==> src/rtl/gqed_tracker.sv <==
// gqed_tracker: arms a check on one transaction index, counts the inputs fed
// to and outputs taken from a DUT, captures the DUT result for that index and
// the isolated-reference result, and compares the two. A stalled output
// stream past the liveness bound also ends the check in FAIL.
//
// state    | meaning
// ---------+------------------------------------------------------------
// IDLE     | no check armed
// RUN      | feeding inputs, waiting for both the DUT and the reference result
// WAIT_REF | DUT result captured, waiting for the reference result
// WAIT_DUT | reference result captured, waiting for the DUT result
// CHECK    | both captured, compare on the next enabled cycle
// PASS     | captures matched (done held until start or rst)
// FAIL     | captures differed or liveness bound hit (done held)

module gqed_tracker #(
  parameter int  DATA_W  = 16,
  parameter int  SEQ_LEN = 16,
  parameter int  TMO_CYC = 64,
  localparam int IDX_W   = $clog2(SEQ_LEN)
) (
  input  logic              clk,
  input  logic              rst,
  input  logic              clk_en,
  input  logic              start,
  input  logic [IDX_W-1:0]  sel_idx,
  input  logic              in_vld,
  input  logic              in_rdy,
  input  logic              out_vld,
  input  logic              out_rdy,
  input  logic [DATA_W-1:0] dut_data,
  input  logic              ref_vld,
  input  logic [DATA_W-1:0] ref_data,
  output logic              seq_sel,
  output logic [IDX_W-1:0]  seq_ptr,
  output logic [IDX_W:0]    in_cnt,
  output logic [IDX_W:0]    out_cnt,
  output logic [DATA_W-1:0] cap_dut,
  output logic [DATA_W-1:0] cap_ref,
  output logic [2:0]        state,
  output logic              done,
  output logic              mismatch,
  output logic              timeout
);

  localparam int               TMR_W    = $clog2(TMO_CYC + 1);
  localparam logic [IDX_W:0]   SEQ_MAX  = (IDX_W + 1)'(SEQ_LEN);
  // The timer is loaded with TMO_CYC-1 and fails on the enabled cycle that
  // finds it already at zero, i.e. the TMO_CYC-th stalled cycle.
  localparam logic [TMR_W-1:0] TMR_LOAD = TMR_W'(TMO_CYC - 1);

  typedef enum logic [2:0] {
    IDLE     = 3'd0,
    RUN      = 3'd1,
    WAIT_REF = 3'd2,
    WAIT_DUT = 3'd3,
    CHECK    = 3'd4,
    PASS     = 3'd5,
    FAIL     = 3'd6
  } state_t;

  state_t           state_q;
  logic [IDX_W-1:0] idx_q;
  logic [TMR_W-1:0] tmr_q;

  logic             in_acc;
  logic             out_acc;
  logic             st_run;
  logic             st_watch;
  logic             st_ref_open;
  logic [IDX_W:0]   idx_ext;
  logic [IDX_W:0]   idx_p1;
  logic             in_step;
  logic             out_step;
  logic             dut_hit;
  logic             ref_hit;
  logic             tmr_tc;
  logic             dut_have;
  logic             ref_have;

  assign in_acc      = clk_en && in_vld && in_rdy;
  assign out_acc     = clk_en && out_vld && out_rdy;

  // Output stream is still watched until the DUT result is captured; the
  // reference is still awaited until its result is captured.
  assign st_run      = (state_q == RUN);
  assign st_watch    = (state_q == RUN) || (state_q == WAIT_DUT);
  assign st_ref_open = (state_q == RUN) || (state_q == WAIT_REF);

  // Widened by one bit so idx_q+1 cannot wrap for the top index.
  assign idx_ext     = {1'b0, idx_q};
  assign idx_p1      = idx_ext + 1'b1;

  assign in_step     = st_run   && in_acc  && (in_cnt  <= idx_p1) && (in_cnt  < SEQ_MAX);
  assign out_step    = st_watch && out_acc && (out_cnt <= idx_p1) && (out_cnt < SEQ_MAX);
  assign dut_hit     = st_watch && out_acc && (out_cnt == idx_ext);
  assign ref_hit     = st_ref_open && clk_en && ref_vld;
  assign tmr_tc      = st_watch && !out_acc && (tmr_q == '0);

  assign dut_have    = dut_hit || (state_q == WAIT_REF);
  assign ref_have    = ref_hit || (state_q == WAIT_DUT);

  assign seq_sel     = (in_cnt <= idx_ext);
  assign seq_ptr     = in_cnt[IDX_W-1:0];
  assign state       = state_q;

  // Tracker FSM, counters, captures and sticky flags; nothing moves without clk_en.
  always_ff @(posedge clk) begin
    if (rst) begin
      state_q  <= IDLE;
      idx_q    <= '0;
      tmr_q    <= '0;
      in_cnt   <= '0;
      out_cnt  <= '0;
      cap_dut  <= '0;
      cap_ref  <= '0;
      done     <= 1'b0;
      mismatch <= 1'b0;
      timeout  <= 1'b0;
    end else if (clk_en) begin
      case (state_q)
        IDLE, PASS, FAIL: begin
          if (start) begin
            state_q  <= RUN;
            idx_q    <= sel_idx;
            tmr_q    <= TMR_LOAD;
            in_cnt   <= '0;
            out_cnt  <= '0;
            cap_dut  <= '0;
            cap_ref  <= '0;
            done     <= 1'b0;
            mismatch <= 1'b0;
            timeout  <= 1'b0;
          end
        end

        RUN, WAIT_REF, WAIT_DUT: begin
          if (in_step)  in_cnt  <= in_cnt + 1'b1;
          if (out_step) out_cnt <= out_cnt + 1'b1;
          if (dut_hit)  cap_dut <= dut_data;
          if (ref_hit)  cap_ref <= ref_data;

          if (st_watch) begin
            if (out_acc)      tmr_q <= TMR_LOAD;
            else if (!tmr_tc) tmr_q <= tmr_q - 1'b1;
          end

          // Liveness failure outranks a reference arriving in the same cycle.
          if (tmr_tc) begin
            state_q  <= FAIL;
            done     <= 1'b1;
            timeout  <= 1'b1;
            mismatch <= 1'b0;
          end else if (dut_have && ref_have) begin
            state_q <= CHECK;
          end else if (dut_have) begin
            state_q <= WAIT_REF;
          end else if (ref_have) begin
            state_q <= WAIT_DUT;
          end
        end

        CHECK: begin
          done <= 1'b1;
          if (cap_dut == cap_ref) begin
            state_q <= PASS;
          end else begin
            state_q  <= FAIL;
            mismatch <= 1'b1;
          end
        end

        default: state_q <= IDLE;
      endcase
    end
  end

endmodule

==> config.mk <==
export PLATFORM = sky130hd
export DESIGN_NAME = gqed_tracker
export DESIGN_NICKNAME = d
export VERILOG_FILES = /design/src/rtl/gqed_tracker.sv
export SDC_FILE = /design/constraint.sdc
export NUM_CORES = 1
export LEC_CHECK = 0
export ABC_AREA = 1
export BUFFER_PORTS_ARGS = -buffer_cell sky130_fd_sc_hd__buf_2
export CAP_MARGIN = 20
export CORE_ASPECT_RATIO = 1.4
export CORE_MARGIN = 3
export CORE_UTILIZATION = 44
export DETAILED_ROUTE_END_ITERATION = 6
export HOLD_SLACK_MARGIN = 0.02
export PLACE_DENSITY = 0.69
export SETUP_SLACK_MARGIN = 0.2
export SLEW_MARGIN = 20
export SYNTH_ARGS = -nofsm -noshare
export SYNTH_HDL_FRONTEND = slang
export SYNTH_SLANG_ARGS = --single-unit
==> constraint.sdc <==
create_clock -name clk -period 3.6 [get_ports clk]
set_clock_uncertainty 0.15 [all_clocks]
set_input_delay 0.72 -clock clk [delete_from_list [all_inputs] [get_ports clk]]
set_output_delay 0.72 -clock clk [all_outputs]
set_load 0.02 [all_outputs]
==> out/results.txt <==
H-tree depth: 3
worst slew pin tran: 0.801 ns
Leak: 1.90 nW
Std-Cell Rows: 37
Final setup viols: 0
core area: 7410 µm²
mux contribution to synthesized area: 0
R2R cell count: 11
Worst EP arrival: 2.01 ns
initial core utilization: 0.457
fmax: 0.347 GHz
worst reg2reg startpoint: out_cnt[0]$_SDFFE_PP0P_
Period Utilization, post-route: 0.801
setup TNS: 0 ns
largest net degree at the start of global routing: 46
total congestion overflow: 0
Place WS: 0.886 ns
Die ar.: 8800 µm²
Initial DRT Pass Iterations: 4
register area share after synthesis: 0.349
most common cell in the synthesized netlist: nand2_1
FF+latch count, synth: 59
DP Cell Count: 666
fraction of layout cells with a size suffix above 1: 0.226
crit-path cells: inv_1 -> ha_1 -> or3b_2 -> a21oi_1 -> buf_2
Die Ht: 110 µm
GRT Overall Usage: 0.220
cell family with most CP delay: simple AND/OR/NAND/NOR gates
I/O pin count: 98
hold worst-path end: timeout$_SDFFE_PP0P_
# nets final: 640
number of global-route vias before repair: 3372
final worst path period need: 2.88 ns
EDFF count, synth: 0
Hold Violations, Final: 0
setup repair bufs after CTS: 0
Synth Area in Adders: 0.0554
vias per inst: 5.16
largest area contributor in the netlist: dfxtp_1
Worst Setup End Kind: output pin
Routed Antenna Nets: 0
Syn Nets: 555
Max Cap Viol: 0
Routed wire per std cell: 13.4 µm
PD cells: 837 nW/µm²
vias: 3520
Distinct cells, synth: 28
Post-synth ARST share: 0
clk slew on worst S/H paths: 0.07 ns
Cell Area, Synth: 3390 µm²
yosys warns: 0
setup slack after layout: 0.715 ns
VDD IR-drop max: 0.000343 V
antenna violations before repair: 0
post-synthesis compound-gate area fraction: 0.144
n_diodes: 0
Critical Setup Path Class: flip-flop to output pin
xor/xnor share of the synthesized area: 0.0362
critical path's largest stage delay: 0.46 ns
slowest CP cell: or3b_2
Synth area leaders: dfxtp_1 (35%), nand2_1 (11%), nand3_1 (9.9%), a21oi_1 (8.4%), ha_1 (5.5%)
post-detail-place hpwl: 6800 µm
CTS sink cnt: 59
slew margin rel.: 0.465
Synth top area share: 0.349
Die Span X: 80.2 µm
synthesis-to-layout area growth: 20.3%
CP startpoint kind: flip-flop
Clock Latency Late Sink: 0.35 ns
FF-to-FF End: cap_dut[9]$_SDFFE_PP0P_
CTS tree: built
start point of the worst hold path: timeout$_SDFFE_PP0P_
clock root cell: clkbuf_8
CP Buf/Inv Count: 2
post-CTS sizing: 0
Iter 0 DRT Violations: 214
drt drc: 0
largest family of logic cells by synthesized area: simple AND/OR/NAND/NOR gates
gpl congestion: 0.914
cts bufs inserted: 9
final wirelength: 9120 µm
predominant post-synthesis flop cell: dfxtp_1
Worst EP required: 2.73 ns
worst hold path class: flip-flop to flip-flop
Non-Filler Instances: 682
Mean Syn Cell Area: 6.84 µm²
Post-Synth Simple-Gate Area: 0.317
count of hold-fix buffers inserted at cts: 0
Syn Inst Count: 495
I/O Buffers: 97
Slew Viols, Final: 0
clock buffer depth: 2
status: completed
hold path cells: 2
unrepaired setup endpoints after global routing: false
top cells by instance count after synthesis: nand2_1 (101), nand3_1 (67), dfxtp_1 (59)
setup slack, reg-to-reg: 1.00 ns
critical path peak fanout: 7
first-pass GRT wire length: 15300 µm
area by class of cell:
type	instances	area, µm²
Clock inverter	6	65.1
Sequential cell	59	1180
Tap cell	97	121
Multi-Input combinational cell	358	1870
Clock buffer	10	138
Fill cell	754	3330
Timing Repair Buffer	99	500
Inverter	53	199
cell families after synthesis:
group,after synthesis
AND/OR/NAND/NOR,238
AO/OA/AOI/OAI,91
buffers and inverters,78
flip-flops,59
adder cells (fa/ha/maj),15
XOR/XNOR,14
stage by stage:
step	total power, mW	hold slack, ns	util	area, µm²
after floorplan	2.39	0.288	-	3390
after global placement	2.79	0.302	0.523	3870
after detailed placement	2.82	0.312	0.523	3870
after CTS	3.44	0.321	0.551	4080
after global routing	3.74	0.344	0.551	4080
final	3.41	0.317	0.551	4080
where the power goes:
part / leakage (nW) / switching, mW / internal, mW
clock network: 0.102 / 0.272 / 0.338
logic: 1.32 / 1.18 / 0.598
registers: 0.482 / 0.210 / 0.819
sequential cells by signal, indices dropped and copies added (netlist names):
name,cells
idx_q,4
cap_ref,16
tmr_q,7
mismatch,1
out_cnt,5
done,1
state,3
in_cnt,5
cap_dut,16
timeout,1
routing by layer:
| layer | vias up | wire length [µm] | global-route usage |
|---|---|---|---|
| li1 | 1814 | - | - |
| met1 | 1587 | 3720 | 0.254 |
| met2 | 107 | 4710 | 0.388 |
| met3 | 12 | 503 | 0.0393 |
| met4 | 0 | 189 | 0.103 |
| met5 | - | 0 | 0 |
tightest hold or removal path, cell delays in order, from the launching register on:
cell and delay, ns:
dfxtp_1 0.31, nand2_1 0.06, a21oi_1 0.05
worst max-delay path by stage:
stage / depth (start not counted) / slack, ns / end / start
finish: 5 / 0.72 / seq_sel / in_cnt[0]$_SDFFE_PP0P_
floorplan: 4 / 0.98 / seq_sel / in_cnt[0]$_SDFFE_PP0P_
global route: 5 / 0.65 / seq_sel / in_cnt[0]$_SDFFE_PP0P_
detailed placement: 11 / 0.89 / cap_dut[11]$_SDFFE_PP0P_ / clk_en
CTS: 5 / 0.70 / seq_sel / in_cnt[0]$_SDFFE_PP0P_
global placement: 11 / 1.02 / cap_dut[9]$_SDFFE_PP0P_ / clk_en
cells in the final DEF (no fill, tap or decap), types with 2 or more instances in the layout:
cell type | netlist | layout
nand2_1 | 101 | 101
buf_2 | 6 | 97
nand3_1 | 67 | 67
dfxtp_1 | 59 | 59
a21oi_1 | 57 | 57
inv_1 | 47 | 47
nor2_1 | 42 | 42
nand4_1 | 16 | 16
ha_1 | 15 | 15
xnor2_1 | 14 | 14
o21ai_0 | 12 | 12
clkbuf_8 | 0 | 10
a211oi_1 | 8 | 8
inv_2 | 6 | 6
a31oi_1 | 6 | 6
nand2_2 | 5 | 5
o21ai_1 | 5 | 5
nor2_4 | 2 | 2
or2_2 | 2 | 2
clkinv_2 | 0 | 2
clkinv_4 | 0 | 2
buf_4 | 7 | 2
(Power assumes the default switching activity.)
